`src/rtl/mips_operand_sequencer_if.sv`:
```
// Handshake and data bus bundle for mips_operand_sequencer.
//   Upstream instruction channel : instr_valid / instr_ready / instr
//   Register file read port      : rf_read_reg_0/1 -> rf_reg0/1 (registered, +1 cycle)
//   Register file write port     : rf_write / rf_write_reg / rf_write_data
//   ALU operand channel          : op_valid / op_ready / op_a / op_b / op_opcode / op_funct / op_shamt
//   ALU result channel           : res_valid / res_ready / res_data
//   Error pulses                 : err_illegal / err_timeout
// modport slave is the sequencer side; modport master is the environment around it.
interface mips_operand_sequencer_if;
  logic        instr_valid;
  logic [31:0] instr;
  logic        instr_ready;
  logic [4:0]  rf_read_reg_0;
  logic [4:0]  rf_read_reg_1;
  logic [31:0] rf_reg0;
  logic [31:0] rf_reg1;
  logic        rf_write;
  logic [4:0]  rf_write_reg;
  logic [31:0] rf_write_data;
  logic        op_valid;
  logic        op_ready;
  logic [31:0] op_a;
  logic [31:0] op_b;
  logic [5:0]  op_opcode;
  logic [5:0]  op_funct;
  logic [4:0]  op_shamt;
  logic        res_valid;
  logic [31:0] res_data;
  logic        res_ready;
  logic        err_illegal;
  logic        err_timeout;

  modport slave (
    input  instr_valid, instr, rf_reg0, rf_reg1, op_ready, res_valid, res_data,
    output instr_ready, rf_read_reg_0, rf_read_reg_1, rf_write, rf_write_reg,
           rf_write_data, op_valid, op_a, op_b, op_opcode, op_funct, op_shamt,
           res_ready, err_illegal, err_timeout
  );

  modport master (
    output instr_valid, instr, rf_reg0, rf_reg1, op_ready, res_valid, res_data,
    input  instr_ready, rf_read_reg_0, rf_read_reg_1, rf_write, rf_write_reg,
           rf_write_data, op_valid, op_a, op_b, op_opcode, op_funct, op_shamt,
           res_ready, err_illegal, err_timeout
  );
endinterface

```
`src/rtl/mips_operand_sequencer.sv`:
```
// Serialized decode / operand-fetch / writeback controller in front of the MIPS
// register file. One instruction at a time walks IDLE -> RD -> CAP -> ISSUE ->
// WAIT_RES -> WB -> IDLE.
// Ports:
//   cclk : clock, rising edge
//   rst  : asynchronous reset, active-high; aborts any instruction in flight
//   bus  : mips_operand_sequencer_if.slave (instruction, register file, ALU, errors)
// Parameter:
//   TIMEOUT_CYCLES : WAIT_RES cycles before giving up on a result (0 = wait forever)
module mips_operand_sequencer #(
  parameter int unsigned TIMEOUT_CYCLES = 0
) (
  input  logic                     cclk,
  input  logic                     rst,
  mips_operand_sequencer_if.slave  bus
);

  typedef enum logic [2:0] {IDLE, RD, CAP, ISSUE, WAIT_RES, WB} state_t;

  state_t      r_state;
  logic [5:0]  r_opcode;
  logic [15:0] r_imm;      // also carries rd/shamt/funct for R-type
  logic [4:0]  r_dest;
  logic [4:0]  r_rd0;
  logic [4:0]  r_rd1;
  logic [31:0] r_op_a;
  logic [31:0] r_op_b;
  logic        r_rf_write;
  logic [4:0]  r_wr_reg;
  logic [31:0] r_wr_data;
  logic [15:0] r_cnt;
  logic        r_err_illegal;
  logic        r_err_timeout;

  logic [5:0]  w_opcode;
  logic        w_legal;
  logic [4:0]  w_dest;
  logic        w_expire;

  // Operand B: rt value for R-type, otherwise the immediate extended per opcode.
  function automatic logic [31:0] build_b(input logic [5:0] opc,
                                          input logic [15:0] imm,
                                          input logic [31:0] rt_val);
    logic [31:0] b;
    case (opc)
      6'h08, 6'h09, 6'h0A, 6'h0B: b = {{16{imm[15]}}, imm};
      6'h0C, 6'h0D, 6'h0E:        b = {16'h0000, imm};
      6'h0F:                      b = {imm, 16'h0000};
      default:                    b = rt_val;
    endcase
    return b;
  endfunction

  assign w_opcode = bus.instr[31:26];
  assign w_legal  = (w_opcode == 6'h00) || (w_opcode[5:3] == 3'b001);
  assign w_dest   = (w_opcode == 6'h00) ? bus.instr[15:11] : bus.instr[20:16];
  // Expiry is judged on the count this cycle would reach without a result.
  assign w_expire = (TIMEOUT_CYCLES != 0) &&
                    (({1'b0, r_cnt} + 17'd1) == 17'(TIMEOUT_CYCLES));

  always_ff @(posedge cclk or posedge rst) begin
    if (rst) begin
      r_state       <= IDLE;
      r_opcode      <= '0;
      r_imm         <= '0;
      r_dest        <= '0;
      r_rd0         <= '0;
      r_rd1         <= '0;
      r_op_a        <= '0;
      r_op_b        <= '0;
      r_rf_write    <= 1'b0;
      r_wr_reg      <= '0;
      r_wr_data     <= '0;
      r_cnt         <= '0;
      r_err_illegal <= 1'b0;
      r_err_timeout <= 1'b0;
    end else begin
      r_err_illegal <= 1'b0;
      r_err_timeout <= 1'b0;
      r_rf_write    <= 1'b0;
      case (r_state)
        // Accept edge: instr_ready is high throughout IDLE.
        IDLE: begin
          if (bus.instr_valid) begin
            if (w_legal) begin
              r_opcode <= w_opcode;
              r_imm    <= bus.instr[15:0];
              r_dest   <= w_dest;
              r_rd0    <= bus.instr[25:21];
              r_rd1    <= bus.instr[20:16];
              r_state  <= RD;
            end else begin
              // Illegal instruction is consumed without touching the register file.
              r_err_illegal <= 1'b1;
            end
          end
        end
        // Register file samples the read addresses at the end of RD.
        RD: r_state <= CAP;
        // Registered read data is valid here; capture the operand bundle.
        CAP: begin
          r_op_a  <= bus.rf_reg0;
          r_op_b  <= build_b(r_opcode, r_imm, bus.rf_reg1);
          r_state <= ISSUE;
        end
        // Bundle held stable until the ALU takes it.
        ISSUE: begin
          if (bus.op_ready) begin
            r_cnt   <= '0;
            r_state <= WAIT_RES;
          end
        end
        // A result arriving on the expiry cycle takes priority over the timeout.
        WAIT_RES: begin
          if (bus.res_valid) begin
            r_wr_data  <= bus.res_data;
            r_wr_reg   <= r_dest;
            r_rf_write <= (r_dest != 5'd0);
            r_state    <= WB;
          end else if (w_expire) begin
            r_err_timeout <= 1'b1;
            r_state       <= IDLE;
          end else begin
            r_cnt <= r_cnt + 16'd1;
          end
        end
        // Write enable is high during WB and commits at its closing edge.
        WB: r_state <= IDLE;
        default: r_state <= IDLE;
      endcase
    end
  end

  assign bus.instr_ready   = (r_state == IDLE);
  assign bus.op_valid      = (r_state == ISSUE);
  assign bus.res_ready     = (r_state == WAIT_RES);
  assign bus.rf_read_reg_0 = r_rd0;
  assign bus.rf_read_reg_1 = r_rd1;
  assign bus.rf_write      = r_rf_write;
  assign bus.rf_write_reg  = r_wr_reg;
  assign bus.rf_write_data = r_wr_data;
  assign bus.op_a          = r_op_a;
  assign bus.op_b          = r_op_b;
  assign bus.op_opcode     = r_opcode;
  assign bus.op_funct      = r_imm[5:0];
  assign bus.op_shamt      = r_imm[10:6];
  assign bus.err_illegal   = r_err_illegal;
  assign bus.err_timeout   = r_err_timeout;

endmodule
```
`src/flat_wrapper.sv`:
```
// flat-port wrapper written by rule: the top's interface ports become plain ports
module mips_operand_sequencer_flat 
#(
  parameter int unsigned TIMEOUT_CYCLES = 0
)
  (cclk, rst, bus_instr_valid, bus_instr, bus_rf_reg0, bus_rf_reg1, bus_op_ready, bus_res_valid, bus_res_data, bus_instr_ready, bus_rf_read_reg_0, bus_rf_read_reg_1, bus_rf_write, bus_rf_write_reg, bus_rf_write_data, bus_op_valid, bus_op_a, bus_op_b, bus_op_opcode, bus_op_funct, bus_op_shamt, bus_res_ready, bus_err_illegal, bus_err_timeout);
  mips_operand_sequencer_if bus_i ();
  input  logic cclk;
  input  logic rst;
  input wire logic [$bits(bus_i.instr_valid)-1:0] bus_instr_valid;
  input wire logic [$bits(bus_i.instr)-1:0] bus_instr;
  input wire logic [$bits(bus_i.rf_reg0)-1:0] bus_rf_reg0;
  input wire logic [$bits(bus_i.rf_reg1)-1:0] bus_rf_reg1;
  input wire logic [$bits(bus_i.op_ready)-1:0] bus_op_ready;
  input wire logic [$bits(bus_i.res_valid)-1:0] bus_res_valid;
  input wire logic [$bits(bus_i.res_data)-1:0] bus_res_data;
  output wire logic [$bits(bus_i.instr_ready)-1:0] bus_instr_ready;
  output wire logic [$bits(bus_i.rf_read_reg_0)-1:0] bus_rf_read_reg_0;
  output wire logic [$bits(bus_i.rf_read_reg_1)-1:0] bus_rf_read_reg_1;
  output wire logic [$bits(bus_i.rf_write)-1:0] bus_rf_write;
  output wire logic [$bits(bus_i.rf_write_reg)-1:0] bus_rf_write_reg;
  output wire logic [$bits(bus_i.rf_write_data)-1:0] bus_rf_write_data;
  output wire logic [$bits(bus_i.op_valid)-1:0] bus_op_valid;
  output wire logic [$bits(bus_i.op_a)-1:0] bus_op_a;
  output wire logic [$bits(bus_i.op_b)-1:0] bus_op_b;
  output wire logic [$bits(bus_i.op_opcode)-1:0] bus_op_opcode;
  output wire logic [$bits(bus_i.op_funct)-1:0] bus_op_funct;
  output wire logic [$bits(bus_i.op_shamt)-1:0] bus_op_shamt;
  output wire logic [$bits(bus_i.res_ready)-1:0] bus_res_ready;
  output wire logic [$bits(bus_i.err_illegal)-1:0] bus_err_illegal;
  output wire logic [$bits(bus_i.err_timeout)-1:0] bus_err_timeout;
  assign bus_i.instr_valid = bus_instr_valid;
  assign bus_i.instr = bus_instr;
  assign bus_i.rf_reg0 = bus_rf_reg0;
  assign bus_i.rf_reg1 = bus_rf_reg1;
  assign bus_i.op_ready = bus_op_ready;
  assign bus_i.res_valid = bus_res_valid;
  assign bus_i.res_data = bus_res_data;
  assign bus_instr_ready = bus_i.instr_ready;
  assign bus_rf_read_reg_0 = bus_i.rf_read_reg_0;
  assign bus_rf_read_reg_1 = bus_i.rf_read_reg_1;
  assign bus_rf_write = bus_i.rf_write;
  assign bus_rf_write_reg = bus_i.rf_write_reg;
  assign bus_rf_write_data = bus_i.rf_write_data;
  assign bus_op_valid = bus_i.op_valid;
  assign bus_op_a = bus_i.op_a;
  assign bus_op_b = bus_i.op_b;
  assign bus_op_opcode = bus_i.op_opcode;
  assign bus_op_funct = bus_i.op_funct;
  assign bus_op_shamt = bus_i.op_shamt;
  assign bus_res_ready = bus_i.res_ready;
  assign bus_err_illegal = bus_i.err_illegal;
  assign bus_err_timeout = bus_i.err_timeout;
  mips_operand_sequencer #(.TIMEOUT_CYCLES(TIMEOUT_CYCLES)) u_core (.cclk(cclk), .rst(rst), .bus(bus_i));
endmodule
```
`config.mk`:
```
export PLATFORM = sky130hd
export DESIGN_NAME = mips_operand_sequencer_flat
export DESIGN_NICKNAME = d
export VERILOG_FILES = /design/src/rtl/mips_operand_sequencer_if.sv /design/src/rtl/mips_operand_sequencer.sv /design/src/flat_wrapper.sv
export SDC_FILE = /design/constraint.sdc
export NUM_CORES = 1
export LEC_CHECK = 0
export CAP_MARGIN = 0
export CORE_MARGIN = 8
export CORE_UTILIZATION = 42
export CTS_CLUSTER_DIAMETER = 50
export DETAILED_ROUTE_END_ITERATION = 10
export GPL_ROUTABILITY_DRIVEN = 0
export PLACE_DENSITY = 0.81
export SETUP_SLACK_MARGIN = 0.5
export SYNTH_ARGS = -nofsm -noshare
export SYNTH_HDL_FRONTEND = slang
export SYNTH_SLANG_ARGS = --single-unit
```
`constraint.sdc`:
```
create_clock -name cclk -period 5.23 [get_ports cclk]
set_input_delay 1.046 -clock cclk [delete_from_list [all_inputs] [get_ports cclk]]
set_output_delay 1.046 -clock cclk [all_outputs]
set_load 0.02 [all_outputs]
```
## Word-level counts from Yosys, hierarchy flattened

Cells that the tools add are included.
W data, S select, Z words.

- Equality and inequality tests: 17
- Multiplexer cells: 12
- Reductions and logical operators: 9

Operator list:

| cell | number |
|---|---|
| $pmux W32 S3 | 1 |
| $eq A6 B4 Y1 const B | 8 |
| $pmux W3 S5 | 1 |
| $mux W3 | 4 |
| $eq A3 B1 Y1 const B | 2 |
| $eq A3 B2 Y1 const B | 2 |
| $logic_not A6 Y1 | 1 |
| $ne A2 B2 Y1 const B | 3 |
| $mux W1 | 5 |
| $mux W5 | 1 |
| $reduce_bool A5 Y1 | 1 |
| $reduce_and A4 Y1 | 1 |
| $reduce_or A4 Y1 | 1 |
| $eq A3 B3 Y1 const B | 1 |
| $logic_not A3 Y1 | 1 |
| $reduce_and A3 Y1 | 1 |
| $reduce_or A3 Y1 | 1 |
| $ne A2 B1 Y1 const B | 1 |
| $reduce_and A2 Y1 | 1 |
| $logic_or A1 B1 Y1 | 1 |

- Register bits after elaboration: 143
- Word-level logic and storage cells: 50

## Longest topological paths before layout

Gate-level depths: netlist of the first run.

- Depth in word-level cells: 5
- Mapped depth: 7
- Depth with buffers taken out: 4

## Worst setup path after synthesis of the first run

Ideal clock, no wire load.

- Path kind: input -> register
- Start: input bus_instr[26]
- End: register u_core.r_rd0[0] (netlist: u_core.bus.rf_read_reg_0[0])
- Setup time: 128 ps
- Arrival time: 2,086 ps
- Data required time: 5,102 ps
- Setup slack: 3,016 ps
- Stages: 4
- Buffers on the path: 1
- Cell sequence: nor3_1 o2111ai_2 buf_2 mux2_1

- Cells in the longest elaborated chain, start to end: 3

RTL lines:

| item | RTL line | RTL |
|---|---|---|
| start: declaration | flat_wrapper.sv:11 | `input wire logic [$bits(bus_i.instr)-1:0] bus_instr;` |
| $logic_not A6 Y1 | mips_operand_sequencer.sv:55 | `assign w_legal = (w_opcode == 6'h00) \|\| (w_opcode[5:3] == 3'b001);` |
| $logic_or A1 B1 Y1 | mips_operand_sequencer.sv:55 |  |
| $reduce_and A3 Y1 (no source line) | n/a |  |
| end signal: assignment | mips_operand_sequencer.sv:89 | `r_rd0 <= bus.instr[25:21];` |
| end: declaration | mips_operand_sequencer.sv:24 | `logic [4:0] r_rd0;` |

No other way between the ends.
A chain may end at the register's enable or synchronous reset.

## Final worst setup path of the first run

- Start: register u_core.r_state[0]
- End: output bus_instr_ready

- Cells in the longest elaborated chain, start to end: 1

RTL lines:

| item | RTL line | RTL |
|---|---|---|
| start: declaration | mips_operand_sequencer.sv:20 | `state_t r_state;` |
| start signal: assignment | mips_operand_sequencer.sv:63 | `r_state <= IDLE;` |
| start signal: assignment | mips_operand_sequencer.sv:91 | `r_state <= RD;` |
| start signal: assignment | mips_operand_sequencer.sv:99 | `RD: r_state <= CAP;` |
| $logic_not A3 Y1 | mips_operand_sequencer.sv:134 | `assign bus.instr_ready = (r_state == IDLE);` |
| end: declaration | flat_wrapper.sv:17 | `output wire logic [$bits(bus_i.instr_ready)-1:0] bus_instr_ready;` |

No other way between the ends.

==> results.cfg, run 1 <==
[clock_tree]
clk_pin_slew_ns = 0.06
clock-root-buffer = clkbuf_16
cts_resized = 0
clkSinkCount = 143
numCtsBuffers = 17
clk_latency_ns = 0.42
hold_buffers = 0
clock_path_buffers = 2
htree_levels = 4
cts_tree = yes
postCtsSetupBuffers = 0

[synth]
yosys_most_used_dff = dfrtp_1
synth_fa_ha_area_share_pct = 0
yosysSeqAreaShare_pct = 60.84
synth_cells = 423
synth.area.mux_share_pct = 19.80
syn_area_per_cell_um2 = 13.91
synth_xor_area_share_pct = 0
yosys_register_bits = 143
yosysTopAreaCell = dfrtp_1
synth_top_family_by_area = multiplexers
yosysTopAreaCellShare_pct = 60.84
syn_area_mm2 = 0.005882
synth_compound_area_share_pct = 10.19
synthTopCellsByArea = dfrtp_1 (61%), mux2_1 (19%), a221oi_2 (2.6%), nor2_1 (2.2%), a22oi_1 (2.0%)
synth_fp_nets = 556
yosys_warnings = 0
synthArstFlopShare_pct = 100.0
synth_edf_count = 0
synth-simple-area-share_pct = 4.956
synth_cell_types = 37

[power]
p_leak_nw = 3.941
vdd_drop_max_uv = 308.7
p_per_area_mw_per_mm2 = 646.4

[timing]
fin_crit_ns = 3.013
final-hold-violation-count = 0
finalCritPeriodShare_pct = 57.60
tightest_slew_ns = 1.087
fmax_ghz = 0.3319
fin_worst_skew_ns = 0.009946
rsz0062_at_grt = no
slew_headroom_pct = 27.56
drv_slew = 0
setup_viol = 0
fin_setup_tns_ns = 0

[die]
die_area_mm2 = 0.01805
dieWidth_um = 134.3
rows = 43
dieHeight_um = 134.3
core_mm2 = 0.01377
start_util_pct = 42.71
pin_count = 267

[placed_design]
place_hpwl_mm = 12.77
port_buffers = 265

[cells_and_area]
nets = 807
utilization_pct = 67.10
fillCellCount = 1023
area_growth_pct = 57.12
drive_above_1_share_pct = 9.461
antenna_cells = 0

[route]
viasPerCell = 5.097
ant_nets = 0
via_count = 4419
first_pass_iters = 6
drtIter0Drc = 213
drc = 0
routed_wl_mm = 17.16
routedWlPerCell_um = 19.79

[setup_path]
startpoint_type = register
path_delay_family = buffers and inverters
cp.arrival_ns = 1.97
crit_fanout = 6
critical-path-max-stage-delay_ns = 0.71
cp.required_ns = 4.18
endpoint_kind = output pin
path_class = reg -> out
crit_buf_inv = 1
cp_slowest_cell = clkdlybuf4s50_1
crit_chain = nor3_2 -> clkdlybuf4s50_1

[global_route]
overflow = 0
grt_pass1_wl_mm = 26.61
grt_max_degree = 100
antenna_found_initial = 0
track_usage_pct = 19.06
grt_pass1_vias = 4811

[flow_run]
maxCapViolations = 0

[status]
status = finished clean

[min_path]
hold_class = reg -> reg
final timing paths:
check                           cells past startpoint                                    start                                       to  slack [ns]
worst max-delay path                                2            u_core.r_state[0]$_DFFE_PP0P_                          bus_instr_ready        2.22
worst min-delay path                                1  u_core.bus.rf_write_data[7]$_DFFE_PP0P_  u_core.bus.rf_write_data[7]$_DFFE_PP0P_        0.48
worst max register to register                      5      u_core.bus.op_opcode[4]$_DFFE_PP0P_          u_core.bus.op_b[28]$_DFFE_PP0N_        2.89
worst min register to register                      1  u_core.bus.rf_write_data[7]$_DFFE_PP0P_  u_core.bus.rf_write_data[7]$_DFFE_PP0P_        0.48
max in group asynchronous                           3                                      rst          u_core.bus.op_a[25]$_DFFE_PP0N_        2.98
min in group asynchronous                           2                                      rst            u_core.r_state[0]$_DFFE_PP0P_        1.22
through the flow:
step / hold WS (ns) / power [mW] / setup WS (ns) / cells / instance area (um2)
6_report: 0.4797 / 5.973 / 2.217 / 867 / 9241
3_3_place_gp: 0.4666 / 4.637 / 2.004 / 835 / 8600
4_1_cts: 0.4860 / 6.048 / 2.190 / 867 / 9241
2_1_floorplan: 0.4649 / 3.426 / 2.393 / 423 / 5886
3_5_place_dp: 0.4739 / 4.722 / 1.943 / 835 / 8600
5_1_grt: 0.4986 / 6.291 / 2.141 / 867 / 9241
synth_stat cells (all sizes together), types with 2 or more instances:
cell type  number
dfrtp         143
mux2           99
nor2           35
a21oi          33
buf            33
a221oi         16
a22oi          16
o21ai           7
clkbuf          5
mux2i           5
nand2           5
and2            3
and3            3
inv             3
nor3            3
nor3b           2
area by class of cell:
class	count	area (um2)	area share (%)
Timing Repair Buffer	270	2703	29.24
Clock inverter	10	157.7	1.706
Inverter	3	15.01	0.1625
Clock buffer	22	484.2	5.240
Multi-Input combinational cell	239	2078	22.49
Tap cell	180	225.2	2.437
Sequential cell	143	3578	38.72
layout by cell type, fill, tap and decap left out, types with 3 or more instances in the layout:
cell / n
nor2_1: 34
mux2i_1: 5
clkbuf_16: 17
and2_1: 3
a22oi_1: 16
a21oi_2: 10
clkdlybuf4s50_1: 265
dfrtp_1: 143
o21ai_1: 7
a21oi_1: 23
a221oi_2: 10
nand2_1: 5
mux2_1: 97
clkbuf_8: 4
buf_4: 4
clkinvlp_4: 4
bufinv_16: 4
a221oi_1: 6
clkinv_2: 3
routing by layer:
metal  GRT usage [%]  wire length (um)  vias to the layer above
met5               0                 0                        -
met4           9.857               532                        0
met3           5.834              1127                       34
met2           33.29              9115                      177
met1           20.35              6387                     2200
li1                -                 -                     2008
report_power, final:
part,internal [mW],switching (mW)
Combinational,1.34,1.39
Clock,0.846,0.447
Sequential,1.63,0.324
cells by family (layout without fill, tap and decap cells):
kind of cell / Yosys count / after routing
buffers and inverters: 41 / 305
muxes: 104 / 104
and+or+nand+nor: 58 / 58
other: 1 / 1
DFF: 143 / 143
AOI/OAI and AO/OA: 76 / 76
No activity file was read; power rests on OpenSTA's default activity.
==> run 2, diff against run 1 <==
Clock period 5.23 ns to 2.8 ns, I/O delays scaled along.
==> results.cfg, run 2 (synthesis results as in run 1) <==
[clock_tree]
clk_latency_ns = 0.41
clk_pin_slew_ns = 0.06
clkSinkCount = 143
clock-root-buffer = clkbuf_16
cts_tree = yes
htree_levels = 4
postCtsSetupBuffers = 0
clock_path_buffers = 2
numCtsBuffers = 17

[die]
pin_count = 267
dieWidth_um = 134.3
rows = 43
dieHeight_um = 134.3
start_util_pct = 42.71
die_area_mm2 = 0.01805
core_mm2 = 0.01377

[flow_run]
maxCapViolations = 0

[route]
drtIter0Drc = 174
viasPerCell = 5.045
routed_wl_mm = 17.28
ant_nets = 0
routedWlPerCell_um = 19.77
via_count = 4409
first_pass_iters = 4
drc = 0

[timing]
final-hold-violation-count = 0
drv_slew = 0
fin_crit_ns = 2.165
fin_setup_tns_ns = 0
fmax_ghz = 0.4618
fin_worst_skew_ns = 0.005609
rsz0062_at_grt = no
finalCritPeriodShare_pct = 77.33
setup_viol = 0

[setup_path]
worstReg2RegEnd = u_core.bus.op_b[30]$_DFFE_PP0N_
rr_startpoint = u_core.bus.op_opcode[4]$_DFFE_PP0P_
rrSetupSlack_ns = 0.80
rr_worst_depth = 6
startpoint_type = register
cp.arrival_ns = 1.61
path_class = reg -> out
endpoint_kind = output pin
crit_start = u_core.r_state[0]$_DFFE_PP0P_
crit_fanout = 6
cp.required_ns = 2.24

[min_path]
hold_class = in -> async

[global_route]
grt_max_degree = 97
antenna_found_initial = 0
grt_pass1_vias = 4780
track_usage_pct = 19.00
grt_pass1_wl_mm = 26.56
overflow = 0

[cells_and_area]
area_growth_pct = 58.29
layoutNonFillerInstCount = 874
final_cell_mix = clkdlybuf4s50_1 (262), dfrtp_1 (143), mux2_1 (97)
antenna_cells = 0
utilization_pct = 67.60
stdcell_area_mm2 = 0.009310
drive_above_1_share_pct = 10.37
nets = 814
final_common_cell = clkdlybuf4s50_1

[placed_design]
place_hpwl_mm = 13.26
dp_cells = 842
placed_area_mm2 = 0.008677
port_buffers = 265

[power]
power.total_mw = 11.17
p_leak_nw = 3.987
p_per_area_mw_per_mm2 = 1199
vdd_drop_max_uv = 568.7

[status]
status = finished clean
==> run 2: cell count changes in the layout (fill, tap and decap cells not counted) <==
cell / before / now
buf_4: 4 / 9
clkbuf_8: 4 / 1
clkdlybuf4s50_1: 265 / 262
clkinv_4: 0 / 3
dlygate4sd2_1: 0 / 3
buf_12: 1 / 3
clkinv_2: 3 / 2
inv_6: 0 / 1
nor3_2: 1 / 0
nor3_4: 0 / 1
==> run 2: power by group <==
group | total, mW | switching (mW) | internal, mW
Combinational | 5.15 | 2.63 | 2.52
Sequential | 3.66 | 0.615 | 3.04
Clock | 2.36 | 0.846 | 1.52
Total | 11.2 | 4.09 | 7.07
==> run 2: worst max-delay path by stage <==
stage	end	cells past startpoint	slack (ns)
CTS	bus_instr_ready	2	0.54
global route	bus_res_ready	3	0.56
detailed placement	u_core.r_imm[0]$_DFFE_PP0P_	6	0.56
global placement	u_core.bus.rf_read_reg_0[4]$_DFFE_PP0P_	6	0.59
floorplan	u_core.bus.err_illegal$_DFF_PP0_	1	0.45
finish	bus_res_ready	3	0.63
==> run 2: final cells by class <==
cell class / count / area [um2]
Multi-Input combinational cell: 239 / 2085
Sequential cell: 143 / 3578
Inverter: 3 / 15.01
Timing Repair Buffer: 277 / 2776
Fill cell: 1007 / 4463
Clock buffer: 19 / 442.9
Tap cell: 180 / 225.2
Clock inverter: 13 / 187.7
==> run 2: worst max-delay path, stage by stage (launching register included) <==
cell,delay (ns)
dfrtp_1,0.47
nor2_1,0.20
and2_1,0.17
dlygate4sd2_1,0.35
==> run 2: routing by layer <==
metal	global-route usage (%)	share of wire (%)	vias to the layer above
met4	8.235	2.2	0
met2	34.18	54	153
li1	-	-	2028
met5	0	0	-
met1	20.57	38	2203
met3	4.974	5.8	25
==> run 2: timing repair <==
| item | in CTS | in global routing |
|---|---|---|
| gates resized for setup | 3 | 1 |
| hold buffers | 0 | 0 |
| endpoints found under the setup margin | 3 | 1 |
==> run 2: through the flow <==
step | hold slack (ns) | setup slack (ns)
floorplan | 0.4649 | 0.4489
global placement | 0.4660 | 0.5857
detailed placement | 0.4740 | 0.5572
CTS | 0.4243 | 0.5369
global route | 0.4390 | 0.5571
finish | 0.4468 | 0.6347
